`src/rtl/gray_disp_pkg.sv`:
```
// gray_disp_pkg: hex font and Gray/popcount helpers shared by the Gray display slice
package gray_disp_pkg;
  localparam logic [6:0] SEG_BLANK = 7'h7F;
  localparam logic [6:0] SEG_FONT [16] = '{
    7'h40, 7'h79, 7'h24, 7'h30, 7'h19, 7'h12, 7'h02, 7'h78,
    7'h00, 7'h10, 7'h08, 7'h03, 7'h46, 7'h21, 7'h06, 7'h0E};
  function automatic logic [31:0] gray2bin(input logic [31:0] g);
    logic [31:0] b;
    b[31] = g[31];
    for (int i = 30; i >= 0; i--) b[i] = b[i+1] ^ g[i];
    return b;
  endfunction
  function automatic logic [5:0] popcount(input logic [31:0] v);
    logic [5:0] c;
    c = '0;
    for (int i = 0; i < 32; i++) c = c + 6'(v[i]);
    return c;
  endfunction
endpackage

```
`src/rtl/seg_scan_timer.sv`:
```
// seg_scan_timer: refresh prescaler and digit index for a multiplexed display
module seg_scan_timer #(
  parameter int REFRESH = 100000,
  parameter int DIGITS = 4,
  localparam int IW = DIGITS > 1 ? $clog2(DIGITS) : 1
) (
  input  logic          clk,
  input  logic          reset,
  output logic          tick,
  output logic [IW-1:0] idx
);
  localparam int PW = REFRESH > 1 ? $clog2(REFRESH) : 1;
  logic [PW-1:0] cnt;
  assign tick = cnt == PW'(REFRESH - 1);
  always_ff @(posedge clk or negedge reset)
    if (!reset) begin
      cnt <= '0;
      idx <= IW'(DIGITS - 1);
    end else begin
      cnt <= tick ? '0 : cnt + 1'b1;
      if (tick) idx <= idx == IW'(DIGITS - 1) ? '0 : idx + 1'b1;
    end
endmodule

```
`src/rtl/gray_sevenseg_scan.sv`:
```
// gray_sevenseg_scan: samples a Gray counter, flags illegal steps, scans the value as hex digits
module gray_sevenseg_scan import gray_disp_pkg::*; #(
  parameter int N = 8,
  parameter int DIGITS = 4,
  parameter int REFRESH = 100000,
  parameter int BLANK_LZ = 1
) (
  input  logic              clk,
  input  logic              reset,
  input  logic [N-1:0]      gray_in,
  input  logic              gray_valid,
  input  logic              err_clr,
  output logic [N-1:0]      bin_out,
  output logic              step_err,
  output logic [DIGITS-1:0] an,
  output logic [6:0]        seg,
  output logic              dp
);
  localparam int W = 4 * DIGITS;
  localparam int IW = DIGITS > 1 ? $clog2(DIGITS) : 1;
  logic [N-1:0] gray_q;
  logic have_prev, tick, err, blank;
  logic [IW-1:0] idx, nidx;
  logic [W-1:0] ext, hi;
  logic [3:0] nib;
  seg_scan_timer #(.REFRESH(REFRESH), .DIGITS(DIGITS)) u_timer (
    .clk(clk), .reset(reset), .tick(tick), .idx(idx));
  // display loads the digit being switched to, so decode from the next index
  assign nidx = idx == IW'(DIGITS - 1) ? '0 : idx + 1'b1;
  assign ext = W'(bin_out);
  assign hi = ext >> {nidx, 2'b00};
  assign nib = hi[3:0];
  assign blank = BLANK_LZ != 0 && nidx != '0 && hi == '0;
  assign err = gray_valid && have_prev && popcount(32'(gray_in ^ gray_q)) != 6'd1;
  assign dp = 1'b1;
  always_ff @(posedge clk or negedge reset)
    if (!reset) begin
      gray_q <= '0;
      bin_out <= '0;
      have_prev <= 1'b0;
      step_err <= 1'b0;
      an <= '1;
      seg <= SEG_BLANK;
    end else begin
      if (gray_valid) begin
        gray_q <= gray_in;
        bin_out <= N'(gray2bin(32'(gray_in)));
        have_prev <= 1'b1;
      end
      step_err <= err | (step_err & ~err_clr);
      if (tick) begin
        an <= ~(DIGITS'(1) << nidx);
        seg <= blank ? SEG_BLANK : SEG_FONT[nib];
      end
    end
endmodule

```
`config.mk`:
```
export PLATFORM = sky130hd
export DESIGN_NAME = gray_sevenseg_scan
export DESIGN_NICKNAME = d
export VERILOG_FILES = /design/src/rtl/gray_disp_pkg.sv /design/src/rtl/seg_scan_timer.sv /design/src/rtl/gray_sevenseg_scan.sv
export SDC_FILE = /design/constraint.sdc
export NUM_CORES = 1
export LEC_CHECK = 0
export CORE_UTILIZATION = 46
export CTS_CLUSTER_SIZE = 8
export DETAILED_ROUTE_END_ITERATION = 16
export PLACE_DENSITY = 0.71
export RECOVER_POWER = 100
export SYNTH_ARGS = -nofsm -noshare
export SYNTH_HDL_FRONTEND = slang
export SYNTH_SLANG_ARGS = --single-unit
```
`constraint.sdc`:
```
create_clock -name clk -period 4.4 [get_ports clk]
set_input_delay 1.1 -clock clk [delete_from_list [all_inputs] [get_ports clk]]
set_output_delay 1.1 -clock clk [all_outputs]
set_load 0.02 [all_outputs]
```
==> impl_metrics.tcl <==
set metrics [dict create \
    status "complete, but fails checks" \
    failed_checks "max-capacitance violations, max-slew violations" \
    tritoncts "yes" \
    post-route-util 0.567 \
    ctsRootBufferMaster "clkbuf_8" \
    synthCells 268 \
    synth_mux_area_frac 0.0617 \
    clock_latency_ns 0.30 \
    crit_type "input port to flip-flop" \
    die_x_um 79.4 \
    synth_edf_count 0 \
    synth_most_common_cell "dfrtp_1" \
    start_util 0.489 \
    numCtsBuffers 5 \
    tns_ns 0 \
    rsz0062_at_grt "false" \
    crit_chain "clkdlybuf4s50_1 > xor2_1 > fa_1 > inv_1 > fa_1 > fa_1 > inv_1 > ha_1 > inv_1 > fa_1 > inv_1 > nand3_1 > o21ai_0 > nand3_1 > a32o_1" \
    synth_fp_nets 299 \
    grt_pass1_wl_mm 9.45 \
    hold_buffers 0 \
    antenna_found_initial 0 \
    synth_compound_area_frac 0.101 \
    worst-path-max-fanout 2 \
    cp-start-kind "input port" \
    synth_area_leaders "dfrtp_1, dfstp_2, ha_1" \
    yosys-top-cells-count "dfrtp_1, nor2_1, nand2_1" \
    io_pins 33 \
    yosysSeqAreaShare 0.433 \
    nNetsFinal 331 \
    slowest_stage "fa_1" \
    grt_max_degree 48 \
    endpoint_kind "flip-flop" \
    crit_required_ns 4.59 \
    final.fill_count 505 \
    fin_ws_ns 0.190 \
    period_share 0.957 \
    crit_buf_inv 5 \
    drive_gt1_frac 0.140 \
    yosys_warnings 0 \
    hpwl_mm 3.80 \
    max_stage_delay_ns 0.54 \
    wirelength_mm 5.22 \
    synth.distinct_cells 45 \
    dp_cells 365 \
    postCtsSetupRepairBufs 0 \
    synth_top_family_by_area "simple AND/OR/NAND/NOR gates" \
    slew_headroom -0.619 \
    ctsResizeCount 0 \
    ant_nets 0 \
    drc 0 \
    synth.top_cell.area_share 0.309 \
    grtUsageTotal 0.194 \
    holdWs_ns 0.478 \
    grt_overflow 0 \
    ff2ff_setup_slack_ns 1.06 \
    first_iter_violations 99 \
    place_congestion 0.853 \
    netlist_area_um2 2760 \
    slew_violations 68 \
    core_um2 5640 \
    p_per_area_nw_per_um2 349 \
    finalSetupViolCount 0 \
    grt_pass1_vias 2073 \
    post_drt_via_cell_ratio 5.29 \
    wl_per_cell_um 14.0 \
    path_delay_family "adder cells" \
    area_growth_pct 16.0 \
    synth_ff_type "dfrtp_1" \
    static-leakage-power_nw 1.39 \
    synthSimpleGateAreaFrac 0.152 \
    ys_async_sr_fraction 1.00 \
    rows 27 \
    avgSynthCellArea_um2 10.3 \
    post-place-ws_ns -0.221 \
    antennaDiodeCount 0 \
    vias 1972 \
    io_buffers 31 \
    hold_viol 0 \
    h-tree-depth 2 \
    clock_sinks 47 \
    timing.fmax_mhz 238 \
    ir_drop_uv 200 \
    die-area_um2 6310 \
    synthAdderAreaFrac 0.0971 \
    max-cap-violations 2 \
    drtPass1Iterations 4 \
    yosysTopAreaCell "dfrtp_1" \
    worst_pin_slew_ns 2.43 \
    synthXorXnorAreaFrac 0.117 \
    die_h_um 79.4 \
    hold_path.class "flip-flop to flip-flop" \
    final_cell_count_no_fill 373 \
    clock_skew_ns 0.00764 \
    crit_arrival_ns 4.40 \
    ys_ff_latch 47 \
    layout_min_cycle_time_ns 4.21 \
    clkTransAtPathRegs_ns 0.08 \
    clock_path_buffers 2 \
]
## cells by family after synthesis
group                    after synthesis
adder cells (fa/ha/maj)               19
buffers and inverters                 25
AO/OA/AOI/OAI                         46
AND/OR/NAND/NOR                       84
other                                  1
flip-flops                            47
XOR/XNOR                              31
multiplexers                          15
## final cells by class
cell class / count / area, um^2 / area share
Multi-Input combinational cell: 196 / 1430 / 0.448
Clock buffer: 7 / 86.3 / 0.0270
Tap cell: 72 / 90.1 / 0.0282
Clock inverter: 1 / 5.00 / 0.00157
Sequential cell: 47 / 1190 / 0.373
Timing Repair Buffer: 35 / 334 / 0.105
Inverter: 15 / 56.3 / 0.0176
## placed cells by master (no fill, tap or decap), types with 2 or more instances in the layout
master and count:
a211oi_1 4, a21o_1 2, a21oi_1 17, a221oi_1 4, a31oi_1 2, and3_1 2, buf_4 4, clkbuf_1 2
clkbuf_8 6, clkdlybuf4s50_1 8, dfrtp_1 34, dfstp_2 12, dlygate4sd3_1 22, fa_1 4, ha_1 15, inv_1 15
mux2_2 12, mux2i_1 2, nand2_1 20, nand3_1 13, nand4_1 4, nor2_1 26, nor3_1 2, nor4b_1 3
o21ai_0 12, or2_2 3, or3_1 2, or3b_2 3, xnor2_1 18, xor2_1 11
## metrics by stage
stage,power (mW),cell area (um^2)
floorplan,0.752,2760
global placement,0.865,3140
detailed placement,0.877,3140
CTS,1.15,3230
global route,1.20,3200
finish,1.12,3200
## report_power, final
group          internal, mW  switching, mW
sequential            0.460         0.0378
combinational         0.167          0.184
clock                 0.127          0.140
total                 0.754          0.362
## worst register-to-register path, delay by kind of cell, from the launching register on
kind / cells / cell delay (ns)
XOR/XNOR: 1 / 0.16
AND/OR/NAND/NOR: 2 / 0.16
adder cells (fa/ha/maj): 5 / 1.96
buffers and inverters: 4 / 0.25
flip-flops: 1 / 0.39
AO/OA/AOI/OAI: 2 / 0.33
## flip-flops by register name, summed over array words and instances (netlist names)
| name | cells |
|---|---|
| step_err | 1 |
| have_prev | 1 |
| bin_out | 8 |
| gray_q | 7 |
| u_timer.cnt | 17 |
| an | 4 |
| seg | 7 |
| u_timer.idx | 2 |
## routing by layer
metal  wire length [um]  vias up  GRT usage
li1                   -      988          -
met1               2480      934      0.243
met2               2530       43      0.331
met3                142        7     0.0309
met4                 79        0     0.0818
met5                  0        -          0
## worst paths after layout
| path | start | to | cells after the start |
|---|---|---|---|
| max | gray_in[1] | step_err$_DFF_PN0_ | 15 |
| min | seg[6]$_DFFE_PN1N_ | seg[6]$_DFFE_PN1N_ | 2 |
| max reg2reg | gray_q[1]$_DFFE_PN0P_ | step_err$_DFF_PN0_ | 14 |
| min reg2reg | seg[6]$_DFFE_PN1N_ | seg[6]$_DFFE_PN1N_ | 2 |
| max in group asynchronous | reset | u_timer.cnt[16]$_DFF_PN0_ | 1 |
| min in group asynchronous | reset | bin_out[6]$_DFFE_PN0P_ | 1 |
Note: power is estimated with default switching activity, not from simulation.
==> edit 1 (same settings) <==
`DIGITS` is set to 4 in 2 places; all go to 2.
--- a/src/rtl/seg_scan_timer.sv
+++ b/src/rtl/seg_scan_timer.sv
@@ -2,5 +2,5 @@
 module seg_scan_timer #(
   parameter int REFRESH = 100000,
-  parameter int DIGITS = 4,
+  parameter int DIGITS = 2,
   localparam int IW = DIGITS > 1 ? $clog2(DIGITS) : 1
 ) (
--- a/src/rtl/gray_sevenseg_scan.sv
+++ b/src/rtl/gray_sevenseg_scan.sv
@@ -2,5 +2,5 @@
 module gray_sevenseg_scan import gray_disp_pkg::*; #(
   parameter int N = 8,
-  parameter int DIGITS = 4,
+  parameter int DIGITS = 2,
   parameter int REFRESH = 100000,
   parameter int BLANK_LZ = 1
Interface: changed (resized an); port bits go from 33 to 31. The function was not compared with the original's and may differ.
==> edit 1 against the original RTL <==
  * The run still ends with max-capacitance violations, max-slew violations left
  * Total power decreased by 7.0%
  * Sequential share of layout area up 1.5 points
  * Design area shrank 12%
  * Clock skew increased by 0.0024 ns
  * Sequential power decreased by 10%
  * Area after synthesis down 13%
  * Largest power group unchanged
  * Wire length decreased by 19%
  * Sequential cell count down 4
  * Setup slack worse by 0.029 ns
  * Final cell count shrank 16%
  * Critical endpoint unchanged
==> edit 1: results <==
[run]
maxCapViolCount = 1

[critical_path]
cp.arrival_ns = 4.43
reg2reg_slack_ns = 1.02
r2r_cells = 14

[final_layout]
multi_input_gates = 151
multi_input_area_share = 0.423
buf_share = 0.109
inverters = 13
clock_area_frac = 0.0330
multi_input_area_um2 = 1180
fillerInstances = 442
nNonClkBuffers = 32
nets = 272
sh_seq_area = 0.388
clkbuf_count = 5

[detailed_routing]
drt_iter0_markers = 78
dr.pass1.iters = 5
post_drt_wl_per_cell_um = 13.5
met2_length_um = 2020
wl_met1_um = 2050
num_vias = 1597
dr_wl_met3_um = 130

[place]
portBuffers = 29
gp_congestion = 0.832
dpl.cell_count = 306
dpl-instance-area_um2 = 2740
dp_hpwl_um = 3170

[power]
switchingPower_uw = 345
power_leakage_nw = 1.19
pg_clk_uw = 258
p_comb_uw = 332

[sta]
drv_slew = 44
slew_headroom = -0.518
finalClockSkew_ns = 0.0100
fmax_ghz = 0.236

[global_routing]
use_met3 = 0.0366
grt_usage = 0.176
grt_max_degree = 44
grt_pass1_wl_um = 7300
grt_use_met1 = 0.239
use_met2 = 0.291

[logic_synthesis]
syn_nets = 242
synth.distinct_cells = 38
netlist_top_cells_count = "dfrtp_1 (34), nor2_1 (19), xnor2_1 (18)"
synth_seq_area_share = 0.454
syn-mean-instance-area_um2 = 11.1
synthTopCellsByArea = "dfrtp_1 (36%), dfstp_2 (9.9%), mux2_2 (6.6%)"
async_reset_ff_frac = 1.00

[min_path]
hold_start = "an[1]$_DFFE_PN1N_"
holdPathEnd = "an[1]$_DFFE_PN1N_"

[cts]
cts_setup_buffers = 0

[status]
violations = "max-capacitance violations, max-slew violations"
status = "complete, but fails checks"

[die]
core_um2 = 4850
## edit 1: changes by cell type in the layout (fill, tap and decap cells not counted), moves of 3 or more
cell / delta
or3b_2: -3
a21oi_1: -12
dfstp_2: -4
o21ai_0: -3
nand3_1: -6
a211oi_1: -3
ha_1: -5
nand2_1: -5
nor2_1: -7
## edit 1: kinds of logic (layout without fill, tap and decap cells)
| kind of cell | after synthesis | in the layout | synth area share |
|---|---|---|---|
| simple gates | 63 | 63 | 0.134 |
| flops | 43 | 43 | 0.454 |
| xor+xnor | 33 | 33 | 0.139 |
| compound gates | 22 | 22 | 0.0585 |
| buf+inv | 22 | 53 | 0.0397 |
| mux | 18 | 18 | 0.0878 |
| fa+ha+maj | 14 | 14 | 0.0857 |
| other cells | 1 | 1 | 0.00157 |
## edit 1: through the flow
step | hold WS [ns] | setup WS, ns
floorplan | 0.440 | 0.359
global placement | 0.446 | -0.143
detailed placement | 0.452 | -0.215
CTS | 0.464 | 0.107
global route | 0.494 | 0.00576
finish | 0.461 | 0.161
==> edit 2 (same settings) <==
Made on the original files. Add an input register stage for `gray_in`, `gray_valid` and `err_clr`, with the module's reset; this delays them by one clock.
--- a/src/rtl/gray_sevenseg_scan.sv
+++ b/src/rtl/gray_sevenseg_scan.sv
@@ -19,4 +19,21 @@
   localparam int W = 4 * DIGITS;
   localparam int IW = DIGITS > 1 ? $clog2(DIGITS) : 1;
+
+  logic [N-1:0] gray_r;
+  logic gray_valid_q;
+  logic err_clr_q;
+
+  always_ff @(posedge clk or negedge reset) begin
+      if (!reset) begin
+          gray_r       <= '0;
+          gray_valid_q <= '0;
+          err_clr_q    <= '0;
+      end else begin
+          gray_r       <= gray_in;
+          gray_valid_q <= gray_valid;
+          err_clr_q    <= err_clr;
+      end
+  end
+
   logic [N-1:0] gray_q;
   logic have_prev, tick, err, blank;
@@ -32,5 +49,5 @@
   assign nib = hi[3:0];
   assign blank = BLANK_LZ != 0 && nidx != '0 && hi == '0;
-  assign err = gray_valid && have_prev && popcount(32'(gray_in ^ gray_q)) != 6'd1;
+  assign err = gray_valid_q && have_prev && popcount(32'(gray_r ^ gray_q)) != 6'd1;
   assign dp = 1'b1;
   always_ff @(posedge clk or negedge reset)
@@ -43,10 +60,10 @@
       seg <= SEG_BLANK;
     end else begin
-      if (gray_valid) begin
-        gray_q <= gray_in;
-        bin_out <= N'(gray2bin(32'(gray_in)));
+      if (gray_valid_q) begin
+        gray_q <= gray_r;
+        bin_out <= N'(gray2bin(32'(gray_r)));
         have_prev <= 1'b1;
       end
-      step_err <= err | (step_err & ~err_clr);
+      step_err <= err | (step_err & ~err_clr_q);
       if (tick) begin
         an <= ~(DIGITS'(1) << nidx);
Function: changed (Yosys sat finds a counterexample within 4 cycles, from zero or initial values and one cycle with reset low).
==> edit 2 against the original RTL <==
  * The run still ends with max-capacitance violations, max-slew violations left
  * Area after synthesis grew 9.1%
  * Setup slack improved by 0.70 ns
  * Total power rose by 31%
  * Sequential cell count up 10
  * Clock skew about the same
  * Worst hold slack worse by 0.0028 ns
  * Sequential share of layout area increased by 3.4 points
  * Synthesized cell count up 3.7%
  * Maximum frequency grew 20%
  * Design area increased by 11%
  * Non-clock buffer count down 3
  * Count of clock-buffer cells in the layout increased by 7
  * Largest power group unchanged
  * Largest cell class is now flip-flops and latches
  * Wire length rose by 8.8%
  * Die area grew 8.8%
==> edit 2: results <==
[critical_path]
worstPathMaxFanout = 3
reg2reg_from = "gray_r[0]$_DFF_PN0_"
startpoint_type = "register"
cp.arrival_ns = 3.74
reg2reg_slack_ns = 0.89

[final_layout]
layout-drive-gt1-share = 0.142
nets = 342
reg.largest.list = "u_timer.cnt (17), bin_out (8), gray_r (8)"
largest_register_ffs = 17
fillerInstances = 573

[logic_synthesis]
netlist_top_cells_count = "dfrtp_1 (44), nor2_1 (26), nand2_1 (20)"
synth_seq_area_share = 0.480
syn-mean-instance-area_um2 = 10.8
syn_nets = 309
synthTopCellsByArea = "dfrtp_1 (37%), dfstp_2 (11%), ha_1 (6.2%)"

[global_routing]
grt_usage = 0.186
grt_max_degree = 42
grt_pass1_wl_um = 9870

[place]
gp_congestion = 0.870
pre_cts_ws_ns = 0.896
dp_hpwl_um = 4010
dpl.cell_count = 377
dpl-instance-area_um2 = 3370

[cts]
htreeDepth = 3
clk_pin_slew_ns = 0.06
cts_setup_buffers = 0
clkLatencyLatePin_ns = 0.34
cts_buffers = 9

[status]
violations = "max-capacitance violations, max-slew violations"
status = "complete, but fails checks"

[detailed_routing]
post_drt_wl_per_cell_um = 14.5
drt_iter0_markers = 195
num_vias = 2085
routed_wl_um = 5680

[run]
maxCapViolCount = 2

[power]
power_leakage_nw = 1.55
peakVddDrop_v = 0.000217

[sta]
finalClockSkew_ns = 0.00726
worstMarginPinSlew_ns = 2.12
finalCriticalPeriod_ns = 3.51
drv_slew = 62
==> edit 2: changes by cell type in the layout (fill, tap and decap cells not counted) <==
cell | before | now
and2_0 | 0 | 1
and2_1 | 1 | 0
buf_4 | 4 | 0
bufinv_16 | 0 | 1
clkbuf_1 | 2 | 4
clkbuf_8 | 6 | 12
clkdlybuf4s50_1 | 8 | 0
dfrtp_1 | 34 | 44
dlygate4sd3_1 | 22 | 30
==> edit 2: cells by family after synthesis <==
logic type      after synthesis  synth area share
simple gates                 84             0.139
flops                        57             0.480
compound gates               46            0.0928
xor+xnor                     31             0.107
buf+inv                      25            0.0341
fa+ha+maj                    19            0.0891
mux                          15            0.0566
other cells                   1           0.00125
==> edit 2: area by class of cell <==
class | count | area, um^2 | share of cell area
flip-flops and latches | 57 | 1440 | 0.407
inverters | 15 | 56.3 | 0.0159
clock buffers | 14 | 173 | 0.0487
repair buffers | 32 | 308 | 0.0869
clock inverters | 2 | 35.0 | 0.00989
well taps | 77 | 96.3 | 0.0272
multi-input cells | 196 | 1430 | 0.404
==> edit 2: how the worst min path moves through the flow <==
stage / startpoint / to / slack, ns
finish: an[3]$_DFFE_PN1N_ / an[3]$_DFFE_PN1N_ / 0.48
global route: an[2]$_DFFE_PN1N_ / an[2]$_DFFE_PN1N_ / 0.49
CTS: an[3]$_DFFE_PN1N_ / an[3]$_DFFE_PN1N_ / 0.48
detailed placement: an[3]$_DFFE_PN1N_ / an[3]$_DFFE_PN1N_ / 0.47
global placement: an[1]$_DFFE_PN1N_ / an[1]$_DFFE_PN1N_ / 0.47
floorplan: have_prev$_DFFE_PN0P_ / have_prev$_DFFE_PN0P_ / 0.44
==> edit 2: layer usage <==
metal | vias up | wire length, um | track usage
li1 | 1022 | - | -
met1 | 999 | 2660 | 0.245
met2 | 53 | 2670 | 0.283
met3 | 11 | 229 | 0.0447
met4 | 0 | 123 | 0.102
met5 | - | 0 | 0
==> edit 2: power by group <==
part | total [mW] | internal (mW) | switching (mW)
clock | 0.509 | 0.307 | 0.201
combinational | 0.348 | 0.165 | 0.183
sequential | 0.605 | 0.558 | 0.0470
==> edit 2: metrics by stage <==
| stage | total power [mW] | utilization |
|---|---|---|
| finish | 1.46 | 0.561 |
| global placement | 0.961 | 0.534 |
| global route | 1.55 | 0.561 |
| CTS | 1.50 | 0.567 |
| floorplan | 0.854 | - |
| detailed placement | 0.982 | 0.534 |
==> edit 2: worst max-delay path: cells and delay by family (launching register included) <==
kind,cells,cell delay [ns]
AOI/OAI and AO/OA,2,0.34
xor gates and xnor gates,1,0.19
adders and majority gates,5,2.04
buffers and inverters,4,0.25
DFF,1,0.41
and+or+nand+nor,2,0.18
